--- src/rtl/mult_datapath_if.sv ---
// ----------------------------------------------------------------------------
// mult_datapath_if
// Bundles the control strobes, the switch operand and the observable outputs
// of the add-shift multiplier datapath.
//   master : control side. It drives Clr_Ld/Shift/Add/Sub/S and observes the
//            results.
//   slave  : the datapath. It receives the strobes and S, and drives Aval,
//            Bval, X, M and the four seven-segment codes.
// Signals:
//   Clr_Ld, Shift, Add, Sub : operation strobes (1 bit each)
//   S                       : 8-bit two's-complement operand
//   Aval, Bval              : registers A (upper byte) and B (lower byte)
//   X                       : sign-extension flip-flop
//   M                       : B[0], fed back to the control unit
//   AhexU/AhexL/BhexU/BhexL : active-low seven-segment codes, bit order gfedcba
// ----------------------------------------------------------------------------
interface mult_datapath_if;
  logic       Clr_Ld;
  logic       Shift;
  logic       Add;
  logic       Sub;
  logic [7:0] S;
  logic [7:0] Aval;
  logic [7:0] Bval;
  logic       X;
  logic       M;
  logic [6:0] AhexU;
  logic [6:0] AhexL;
  logic [6:0] BhexU;
  logic [6:0] BhexL;

  modport master (
    output Clr_Ld, Shift, Add, Sub, S,
    input  Aval, Bval, X, M, AhexU, AhexL, BhexU, BhexL
  );

  modport slave (
    input  Clr_Ld, Shift, Add, Sub, S,
    output Aval, Bval, X, M, AhexU, AhexL, BhexU, BhexL
  );
endinterface

--- src/rtl/mult_datapath.sv ---
// ----------------------------------------------------------------------------
// mult_datapath
// Datapath of an 8x8 signed add-shift multiplier. A holds the upper product
// byte and B the lower byte. X is the sign-extension bit that feeds A[7]
// during a right shift.
// Ports:
//   Clk   : system clock; all state updates on the rising edge
//   Reset : asynchronous, active-low reset of A, B and X
//   bus   : mult_datapath_if.slave (strobes, S, Aval/Bval/X/M, hex codes)
// Only one operation takes effect per edge. The priority order is
// Clr_Ld > Sub > Add > Shift.
// Configuration macro: MULT_HEX_EN. When it is defined, four hex-to-seven-
// segment decoders drive the hex outputs. When it is undefined, those outputs
// are tied to 7'h7F (blank).
// ----------------------------------------------------------------------------
module mult_datapath (
  input logic          Clk,
  input logic          Reset,
  mult_datapath_if.slave bus
);

  logic [7:0] a_q, a_d;
  logic [7:0] b_q, b_d;
  logic       x_q, x_d;
  logic [8:0] operand_s;
  logic [8:0] sum_s;

  // Shared 9-bit adder. Sub adds the ones-complement of the sign-extended S
  // with a carry-in of 1.
  always_comb begin
    operand_s = {bus.S[7], bus.S};
    if (bus.Sub) begin
      operand_s = ~{bus.S[7], bus.S};
    end else begin
      operand_s = {bus.S[7], bus.S};
    end
    sum_s = {a_q[7], a_q} + operand_s + {8'd0, bus.Sub};
  end

  // Next-state selection in priority order; S only matters for load/add/sub.
  always_comb begin
    a_d = a_q;
    b_d = b_q;
    x_d = x_q;
    if (bus.Clr_Ld) begin
      a_d = 8'h00;
      x_d = 1'b0;
      b_d = bus.S;
    end else if (bus.Sub || bus.Add) begin
      a_d = sum_s[7:0];
      x_d = sum_s[8];
    end else if (bus.Shift) begin
      a_d = {x_q, a_q[7:1]};
      b_d = {a_q[0], b_q[7:1]};
    end else begin
      a_d = a_q;
      b_d = b_q;
      x_d = x_q;
    end
  end

  // State registers with asynchronous active-low clear.
  always_ff @(posedge Clk or negedge Reset) begin
    if (!Reset) begin
      a_q <= 8'h00;
      b_q <= 8'h00;
      x_q <= 1'b0;
    end else begin
      a_q <= a_d;
      b_q <= b_d;
      x_q <= x_d;
    end
  end

  assign bus.Aval = a_q;
  assign bus.Bval = b_q;
  assign bus.X    = x_q;
  // M is combinational so control sees the new B[0] right after a shift.
  assign bus.M    = b_q[0];

`ifdef MULT_HEX_EN
  // Active-low gfedcba pattern for one hex digit.
  function automatic logic [6:0] hex7(input logic [3:0] n);
    logic [6:0] seg;
    case (n)
      4'h0:    seg = 7'b1000000;
      4'h1:    seg = 7'b1111001;
      4'h2:    seg = 7'b0100100;
      4'h3:    seg = 7'b0110000;
      4'h4:    seg = 7'b0011001;
      4'h5:    seg = 7'b0010010;
      4'h6:    seg = 7'b0000010;
      4'h7:    seg = 7'b1111000;
      4'h8:    seg = 7'b0000000;
      4'h9:    seg = 7'b0010000;
      4'hA:    seg = 7'b0001000;
      4'hB:    seg = 7'b0000011;
      4'hC:    seg = 7'b1000110;
      4'hD:    seg = 7'b0100001;
      4'hE:    seg = 7'b0000110;
      4'hF:    seg = 7'b0001110;
      default: seg = 7'b1111111;
    endcase
    return seg;
  endfunction

  assign bus.AhexU = hex7(a_q[7:4]);
  assign bus.AhexL = hex7(a_q[3:0]);
  assign bus.BhexU = hex7(b_q[7:4]);
  assign bus.BhexL = hex7(b_q[3:0]);
`else
  assign bus.AhexU = 7'h7F;
  assign bus.AhexL = 7'h7F;
  assign bus.BhexU = 7'h7F;
  assign bus.BhexL = 7'h7F;
`endif

endmodule
--- src/flat_wrapper.sv ---
// flat-port wrapper written by rule: the top's interface ports become plain ports
module mult_datapath_flat 
  (Clk, Reset, bus_Clr_Ld, bus_Shift, bus_Add, bus_Sub, bus_S, bus_Aval, bus_Bval, bus_X, bus_M, bus_AhexU, bus_AhexL, bus_BhexU, bus_BhexL);
  mult_datapath_if bus_i ();
  input logic Clk;
  input logic Reset;
  input wire logic [$bits(bus_i.Clr_Ld)-1:0] bus_Clr_Ld;
  input wire logic [$bits(bus_i.Shift)-1:0] bus_Shift;
  input wire logic [$bits(bus_i.Add)-1:0] bus_Add;
  input wire logic [$bits(bus_i.Sub)-1:0] bus_Sub;
  input wire logic [$bits(bus_i.S)-1:0] bus_S;
  output wire logic [$bits(bus_i.Aval)-1:0] bus_Aval;
  output wire logic [$bits(bus_i.Bval)-1:0] bus_Bval;
  output wire logic [$bits(bus_i.X)-1:0] bus_X;
  output wire logic [$bits(bus_i.M)-1:0] bus_M;
  output wire logic [$bits(bus_i.AhexU)-1:0] bus_AhexU;
  output wire logic [$bits(bus_i.AhexL)-1:0] bus_AhexL;
  output wire logic [$bits(bus_i.BhexU)-1:0] bus_BhexU;
  output wire logic [$bits(bus_i.BhexL)-1:0] bus_BhexL;
  assign bus_i.Clr_Ld = bus_Clr_Ld;
  assign bus_i.Shift = bus_Shift;
  assign bus_i.Add = bus_Add;
  assign bus_i.Sub = bus_Sub;
  assign bus_i.S = bus_S;
  assign bus_Aval = bus_i.Aval;
  assign bus_Bval = bus_i.Bval;
  assign bus_X = bus_i.X;
  assign bus_M = bus_i.M;
  assign bus_AhexU = bus_i.AhexU;
  assign bus_AhexL = bus_i.AhexL;
  assign bus_BhexU = bus_i.BhexU;
  assign bus_BhexL = bus_i.BhexL;
  mult_datapath u_core (.Clk(Clk), .Reset(Reset), .bus(bus_i));
endmodule
--- config.mk ---
export PLATFORM = sky130hd
export DESIGN_NAME = mult_datapath_flat
export DESIGN_NICKNAME = d
export VERILOG_FILES = /design/src/rtl/mult_datapath_if.sv /design/src/rtl/mult_datapath.sv /design/src/flat_wrapper.sv
export SDC_FILE = /design/constraint.sdc
export NUM_CORES = 1
export LEC_CHECK = 0
export ABC_AREA = 1
export BUFFER_PORTS_ARGS = -buffer_cell sky130_fd_sc_hd__buf_4
export CAP_MARGIN = 40
export CORE_MARGIN = 3
export CORE_UTILIZATION = 29
export DETAILED_ROUTE_END_ITERATION = 7
export MAX_ROUTING_LAYER = met4
export PLACE_DENSITY = 0.62
export REMOVE_ABC_BUFFERS = 1
export SLEW_MARGIN = 25
export SYNTH_ARGS = -nofsm -noshare
export SYNTH_HDL_FRONTEND = slang
export SYNTH_SLANG_ARGS = --single-unit
export TNS_END_PERCENT = 50
--- constraint.sdc ---
create_clock -name Clk -period 1.86 [get_ports Clk]
set_clock_uncertainty 0.2 [all_clocks]
set_input_delay 0.186 -clock Clk [delete_from_list [all_inputs] [get_ports Clk]]
set_output_delay 0.186 -clock Clk [all_outputs]
set_load 0.1 [all_outputs]
# Yosys cells after proc, flatten, opt, wreduce, memory -nomap -nowiden
# Cells that the tools add are included.
[classes] addsub=2 eq_ne=1 mux=9 bitwise=1 n_reduce_logical=5
[op_table] op="two-way mux 8 bit" count=6
[op_table] op="adder 9 x 1 -> 9 bit" count=1
[op_table] op="adder 9 bit" count=1
[op_table] op="two-way mux 9 bit" count=1
[op_table] op="inverter 9 bit" count=1
[op_table] op="nonzero test 2 bit" count=2
[op_table] op="nonzero test 3 bit" count=1
[op_table] op="two-way mux 1 bit" count=2
[op_table] op="inequality test 2 bit, second input constant" count=1
[op_table] op="AND reduction 2 bit" count=1
[op_table] op="logical OR 1 bit" count=1
[word_totals] reg_bits=17 input_bits=14

# Longest topological paths before layout
# Gate-level depths: netlist of the first run.
[logic_depth] word_depth=6 mapped_depth=13 depth_no_buf=12

# Worst setup path after synthesis of the first run
# OpenSTA, ideal clock, no wires.
[synth_path] path_type="reg-to-reg" start="register u_core.a_q[4], in the netlist u_core.bus.Aval[4]" end="register u_core.a_q[7], in the netlist u_core.bus.Aval[7]" setup_time_ns=0.120 arrival_ns=1.951 t_required_ns=1.540 path_slack_ns=-0.411 path_stages_with_launch=10 path_buffers=0 period_less_slack_ns=2.271 path_cell_list="dfrtp_1 -> ha_1 -> a21oi_1 -> nor2_1 -> nor2_1 -> nand2_1 -> nand2_1 -> nand3_1 -> nand2_1 -> nand2_1"
[synth_between] elab_chain_cells=4
[synth_rtl] item="start, declared" line="mult_datapath.sv:22" source="logic [7:0] a_q, a_d;"
[synth_rtl] item="start signal, assigned" line="mult_datapath.sv:65" source="a_q <= 8'h00;"
[synth_rtl] item="start signal, assigned" line="mult_datapath.sv:69" source="a_q <= a_d;"
[synth_rtl] item="adder 9 bit" line="mult_datapath.sv:37" source="sum_s = {a_q[7], a_q} + operand_s + {8'd0, bus.Sub};"
[synth_rtl] item="adder 9 x 1 -> 9 bit" line="mult_datapath.sv:37"
[synth_rtl] item="two-way mux 8 bit" line="mult_datapath.sv:49" source="end else if (bus.Sub || bus.Add) begin"
[synth_rtl] item="two-way mux 8 bit" line="mult_datapath.sv:45" source="if (bus.Clr_Ld) begin"
# No other way between the ends.
# A chain may end at the register's enable or synchronous reset.

# Worst setup path in the final report of the first run
[layout_path] start="register u_core.a_q[0], in the netlist u_core.bus.Aval[0]" end="register u_core.a_q[4], in the netlist u_core.bus.Aval[4]"
# Same word-level chain as after synthesis.

==> results by group, run 1 <==
Worst setup path
  • Crit path DAT: roughly 1.8 ns
  • Crit start category: flop
  • R2r endpoint: u_core.bus.Aval[4]$_DFFE_PN0P_
  • Critical path type: reg2reg
  • Reg-to-reg startpoint: u_core.bus.Aval[0]$_DFFE_PN0P_
  • R2r setup slk: 0.001 ns
  • Critical Path Sink Type: flop
  • Req. time, crit path: 1.82 ns
  • Reg2Reg Depth: 9
  • Critical Path Fanout Max: 4

Clocking
  • CTS tree: done
  • CTS sink cnt: 17
  • Post-CTS setup buffer count: 0
  • H-tree depth: 1
  • CTS root buffer: clkbuf_8
  • Worst-Skew Late Latency: ~0.26 ns
  • Clock Path Buffers: 2
  • CTS buffer count: 3
  • Clk slew on worst S/H paths: 0.08 ns

STA
  • Final setup viols: 0
  • Fin Setup TNS: 0 ns
  • RSZ-0062 raised after global routing: true
  • Final Hold Vio Count: 0
  • Ratio of final minimum period to clock period: 99.9%
  • Fmax: ~540 MHz
  • Final Slew Violations: 0
  • Post-route minimum period: approximately 1.9 ns

Power and ir drop
  • Cell Int Power: between 0.9 and 1 mW
  • Power density over cell area: approximately 1200 nW/um^2
  • Power Total: 2.35 mW
  • Switching Fraction: approximately 59%
  • Seq pwr share: between 20% and 30%
  • Comb power frac: between 60% and 70%
  • Psw: 1.40 mW
  • Peak supply drop: between 0.4 and 0.5 mV
  • Leakage power: between 1 and 1.5 nW
  • Clock power share: between 10% and 20%

Route
  • Vias: 1376
  • Detailed Route WL: 3.83 mm
  • Via/cell ratio: between 4 and 5
  • 1st-pass router iterations: 4
  • Residual DRC count: 0
  • Post-DRT Antenna Nets: 0
  • Number of DRC markers in iteration 0: between 60 and 70
  • WL/cell: between 10 and 15 um

Finish
  • Most common cell after layout, fill and taps aside: nand2_1
  • Fin cells: ~320
  • Most frequent cells in the layout: nand2_1 (57), buf_4 (39), conb_1 (28)
  • ANT cells: 0
  • Design Area, Final: roughly 1900 sq um
  • Ratio of cells with drive above 1 in the final layout: between 20% and 30%
  • Final nets: 277
  • Fillers: about 540
  • P&R area growth vs syn: 22.7%

Place
  • Dpl cell area: approximately 1800 sq um
  • Inst Count DP: 313
  • RD Place Congestion: roughly 0.8
  • Input/output buffers: 31
  • Dpl hpwl: 3.03 mm

Yosys
  • Synth Instances: 214
  • Unique masters post-synth: 27
  • Mapped Area: 1540 sq um
  • Register area share after synthesis: 27.7%
  • Syn avg cell area: ~7.2 sq um
  • Number of synthesized register bits: 17
  • Synth Warn #: 0

Hold path
  • WHS Endpoint: u_core.bus.Bval[5]$_DFFE_PN0P_
  • Min-delay src: bus_S[5]
  • Hold Path Depth: 5
  • HP Class: in2reg

Run status
  • Status: completed

Floorplanning
  • # rows: 25
  • Horiz. Die Dim: between 70 and 80 um
  • CORE AREA: about 5000 sq um
  • Die ar.: 6200 sq um
  • Initial Util: around 31%
  • Die Ht: slightly below 80 um
  • I/O pin total: 60

Global routing
  • Largest net degree at the start of global routing: 18
  • Vias in the first global route: 1274
  • First-pass GRT wire length: just over 6 mm
  • Initial antenna violation count: 0
  • GRT Total Usage: 12.6%
  • GRT overflow: 0

Job
  • Max cap viols: 0
repair_timing:
action | CTS | global route
endpoints found under the hold margin | 20 | 0
hold buffers | 4 | 0
pin swaps | 0 | 5
gates resized for setup | 1 | 9
endpoints found under the setup margin | 1 | 4
logic make-up (layout without fill, tap and decap cells):
family | count (synthesis) | count (layout) | synth area share, %
other cells | 1 | 28 | 0.244
flops | 17 | 17 | 27.7
simple gates | 94 | 94 | 26.2
buf+inv | 56 | 69 | 22.5
compound gates | 29 | 29 | 11.2
fa+ha+maj | 8 | 8 | 7.01
xor+xnor | 9 | 9 | 5.13
area by class of cell:
cell class                 count  area [sq um]  area share, %
sequential                    17           425           22.6
multi-input combinational    168           911           48.3
timing repair buffer          43           333           17.7
clock buffer                   3          41.3           2.19
tap                           67          83.8           4.45
clock inverter                 1          5.00          0.266
inverter                      22          85.1           4.52
worst max-delay path: stages (launching register included):
cell and delay, ns:
dfrtp_1 0.40, nand2_2 0.10, nand2_4 0.06, fa_2 0.42
nand3_2 0.08, nand3_2 0.10, xnor2_2 0.19, nand2_1 0.08
nand2_1 0.06, o21ai_1 0.06
flip-flops by register name, summed over array words and instances (netlist names):
| signal | flops |
|---|---|
| u_core.bus.X | 1 |
| u_core.bus.Aval | 8 |
| u_core.bus.Bval | 8 |
layer usage:
metal,wire length (um),share of wire [%],GRT usage (%),vias up
li1,-,-,-,700
met4,29,0.76,2.27,0
met3,198,5.2,2.49,4
met2,1700,44,18.8,43
met1,1900,50,17.9,629
met5,0,0,-,-
stage by stage:
step	hold slack, ns	util, %	setup slack [ns]
2_1_floorplan	-0.310	-	-0.413
3_3_place_gp	-0.127	35.7	-0.120
3_5_place_dp	-0.124	35.7	-0.0996
4_1_cts	0.0615	37.5	0.0130
5_1_grt	0.0956	38.4	-0.109
6_report	0.0624	38.4	0.00115
power groups by stage:
stage | Sequential (mW) | Combinational [mW] | Clock (mW)
after floorplan | 1.03 | 0.660 | 0
after global placement | 0.520 | 1.48 | 0
after detailed placement | 0.521 | 1.48 | 0
after CTS | 0.513 | 1.50 | 0.308
after global routing | 0.528 | 1.65 | 0.325
final | 0.515 | 1.54 | 0.298
cells in the mapped netlist, drive strengths merged:
master	number	area [sq um]
nor3	1	5.00
inv	22	85.1
xor2	7	61.3
nand3	10	50.1
nand4	4	25.0
a21oi	5	25.0
o22ai	1	6.26
buf	33	256
dfrtp	17	425
or2	1	6.26
nor2	19	95.1
xnor2	2	17.5
o21ai	19	114
conb	1	3.75
clkbuf	1	3.75
a22oi	1	7.51
a31oi	3	18.8
nand2	59	221
ha	7	87.6
fa	1	20.0
worst max path at each step:
stage               cells after the start                              to                           start
floorplan                               9  u_core.bus.Aval[7]$_DFFE_PN0P_  u_core.bus.Aval[4]$_DFFE_PN0P_
global placement                        9  u_core.bus.Aval[4]$_DFFE_PN0P_                         bus_Sub
detailed placement                      9  u_core.bus.Aval[4]$_DFFE_PN0P_                         bus_Sub
CTS                                     9  u_core.bus.Aval[4]$_DFFE_PN0P_  u_core.bus.Aval[0]$_DFFE_PN0P_
global route                            9  u_core.bus.Aval[4]$_DFFE_PN0P_  u_core.bus.Aval[0]$_DFFE_PN0P_
finish                                  9  u_core.bus.Aval[4]$_DFFE_PN0P_  u_core.bus.Aval[0]$_DFFE_PN0P_
(Power assumes the default switching activity.)
==> inputs of run 2 (changes only) <==
REMOVE_ABC_BUFFERS = not set   (was 1)
==> results by group, run 2 (synthesis results as in run 1) <==
Finish
  • Final nets: approximately 270
  • Ratio of cells with drive above 1 in the final layout: ~27%
  • P&R area growth vs syn: 24.1%
  • ANT cells: 0
  • Design Area, Final: approximately 1900 sq um
  • Fin cells: 317
  • Most common cell after layout, fill and taps aside: nand2_1
  • Fillers: approximately 540
  • Most frequent cells in the layout: nand2_1 (56), buf_4 (37), conb_1 (28)

Job
  • Max cap viols: 0

STA
  • Final setup viols: 0
  • RSZ-0062 raised after global routing: true
  • Post-route minimum period: between 1.5 and 2 ns
  • Final Hold Vio Count: 0
  • Fmax: 561 MHz
  • Final Slew Violations: 0
  • Ratio of final minimum period to clock period: approximately 96%

Worst setup path
  • Crit path DAT: between 1.5 and 2 ns
  • Critical Path Sink Type: flop
  • Critical path type: reg2reg
  • Req. time, crit path: approximately 1.8 ns
  • Crit start category: flop
  • Critical Path Fanout Max: 4

Power and ir drop
  • Leakage power: around 1.0 nW
  • Psw: ~1.4 mW
  • Clock power share: approximately an eighth
  • Power density over cell area: 1240 nW/um^2
  • Switching Fraction: approximately 60%
  • Comb power frac: 65.5%
  • Seq pwr share: between 20 and 25%
  • Cell Int Power: 0.980 mW
  • Peak supply drop: ~0.53 mV
  • Power Total: 2.36 mW

Clocking
  • Clk slew on worst S/H paths: approximately 0.070 ns
  • Clock Path Buffers: 2
  • CTS tree: done
  • CTS sink cnt: 17
  • CTS buffer count: 3
  • CTS root buffer: clkbuf_8
  • H-tree depth: 1
  • Worst-Skew Late Latency: between 0.2 and 0.3 ns

Run status
  • Status: completed

Global routing
  • GRT Total Usage: about an eighth
  • First-pass GRT wire length: around 6 mm
  • Initial antenna violation count: 0
  • GRT overflow: 0
  • Vias in the first global route: 1251
  • Largest net degree at the start of global routing: 18

Floorplanning
  • I/O pin total: 60
  • Die Ht: between 70 and 80 um
  • Horiz. Die Dim: 78.8 um
  • Die ar.: about 6200 sq um
  • # rows: 25
  • Initial Util: ~31%
  • CORE AREA: 4910 sq um

Route
  • Vias: roughly 1300
  • Post-DRT Antenna Nets: 0
  • Detailed Route WL: between 3 and 4 mm
  • WL/cell: roughly 12 um
  • Number of DRC markers in iteration 0: 36
  • Via/cell ratio: 4.25
  • Residual DRC count: 0
  • 1st-pass router iterations: 4

Place
  • Dpl hpwl: about 3.0 mm
  • RD Place Congestion: about 0.9
  • Inst Count DP: between 300 and 400
  • Input/output buffers: 31
  • Dpl cell area: approximately 1800 sq um

Hold path
  • HP Class: in2reg
run 2: cell types whose count changed in the layout (fill, tap and decap cells not counted), moves of 2 or more:
cell and delta:
dfrtp_1 -8, a21oi_1 -4, a21oi_2 +4, dfrtp_2 +4, dfrtp_4 +4, buf_4 -2
dlygate4sd3_1 -2, ha_4 +2
run 2: stage by stage:
stage               hold WS [ns]  setup WS (ns)  TNS [ns]  utilization [%]
global placement          -0.132        -0.0167   -0.0319             36.7
detailed placement        -0.120        -0.0221   -0.0221             36.7
finish                    0.0125         0.0762         0             38.8
global route              0.0343        -0.0258   -0.0402             38.8
CTS                       0.0134         0.0142         0             38.0
floorplan                 -0.310        -0.0544   -0.0639                -
run 2: layout make-up:
class                   count  area, sq um  area share (%)
inverters                  22         85.1            4.46
well taps                  67         83.8            4.40
flip-flops and latches     17          445            23.4
repair buffers             39          298            15.6
clock buffers               4         45.0            2.36
multi-input cells         168          948            49.8
run 2: per-layer routing:
layer	wire, um	global-route usage (%)
met5	0	-
met4	16	1.40
met3	253	3.06
met2	1640	18.9
met1	1850	17.4
run 2: power by group through the flow:
stage          combinational [mW]  clock [mW]  sequential, mW
2_1_floorplan               0.790           0            1.03
3_3_place_gp                 1.51           0           0.539
3_5_place_dp                 1.51           0           0.537
4_1_cts                      1.52       0.297           0.531
5_1_grt                      1.65       0.317           0.542
6_report                     1.55       0.286           0.530
run 2: repair_timing:
action,CTS,global route
endpoints found under the hold margin,18,0
buffers inserted,0,1
gates resized for setup,0,8
setup endpoints to repair,0,4
hold buffers,2,0
run 2: final timing paths:
path,depth (start not counted),slack (ns),endpoint,from
setup / recovery,9,0.08,u_core.bus.Aval[4]$_DFFE_PN0P_,u_core.bus.Aval[0]$_DFFE_PN0P_
hold / removal,3,0.01,u_core.bus.Bval[1]$_DFFE_PN0P_,bus_S[1]
setup reg to reg,9,0.08,u_core.bus.Aval[4]$_DFFE_PN0P_,u_core.bus.Aval[0]$_DFFE_PN0P_
hold reg to reg,2,0.33,u_core.bus.X$_DFFE_PN0P_,u_core.bus.X$_DFFE_PN0P_
max in group asynchronous,2,1.10,u_core.bus.Aval[4]$_DFFE_PN0P_,Reset
min in group asynchronous,2,0.14,u_core.bus.Bval[0]$_DFFE_PN0P_,Reset
run 2: worst max-delay path: stages (launching register included):
cell and delay [ns]:
dfrtp_4 0.49, nand2_4 0.08, nand2_4 0.05, fa_2 0.37
nand3_2 0.08, nand3_2 0.09, xnor2_1 0.15, nand2_1 0.06
nand2_1 0.05, o21ai_1 0.06
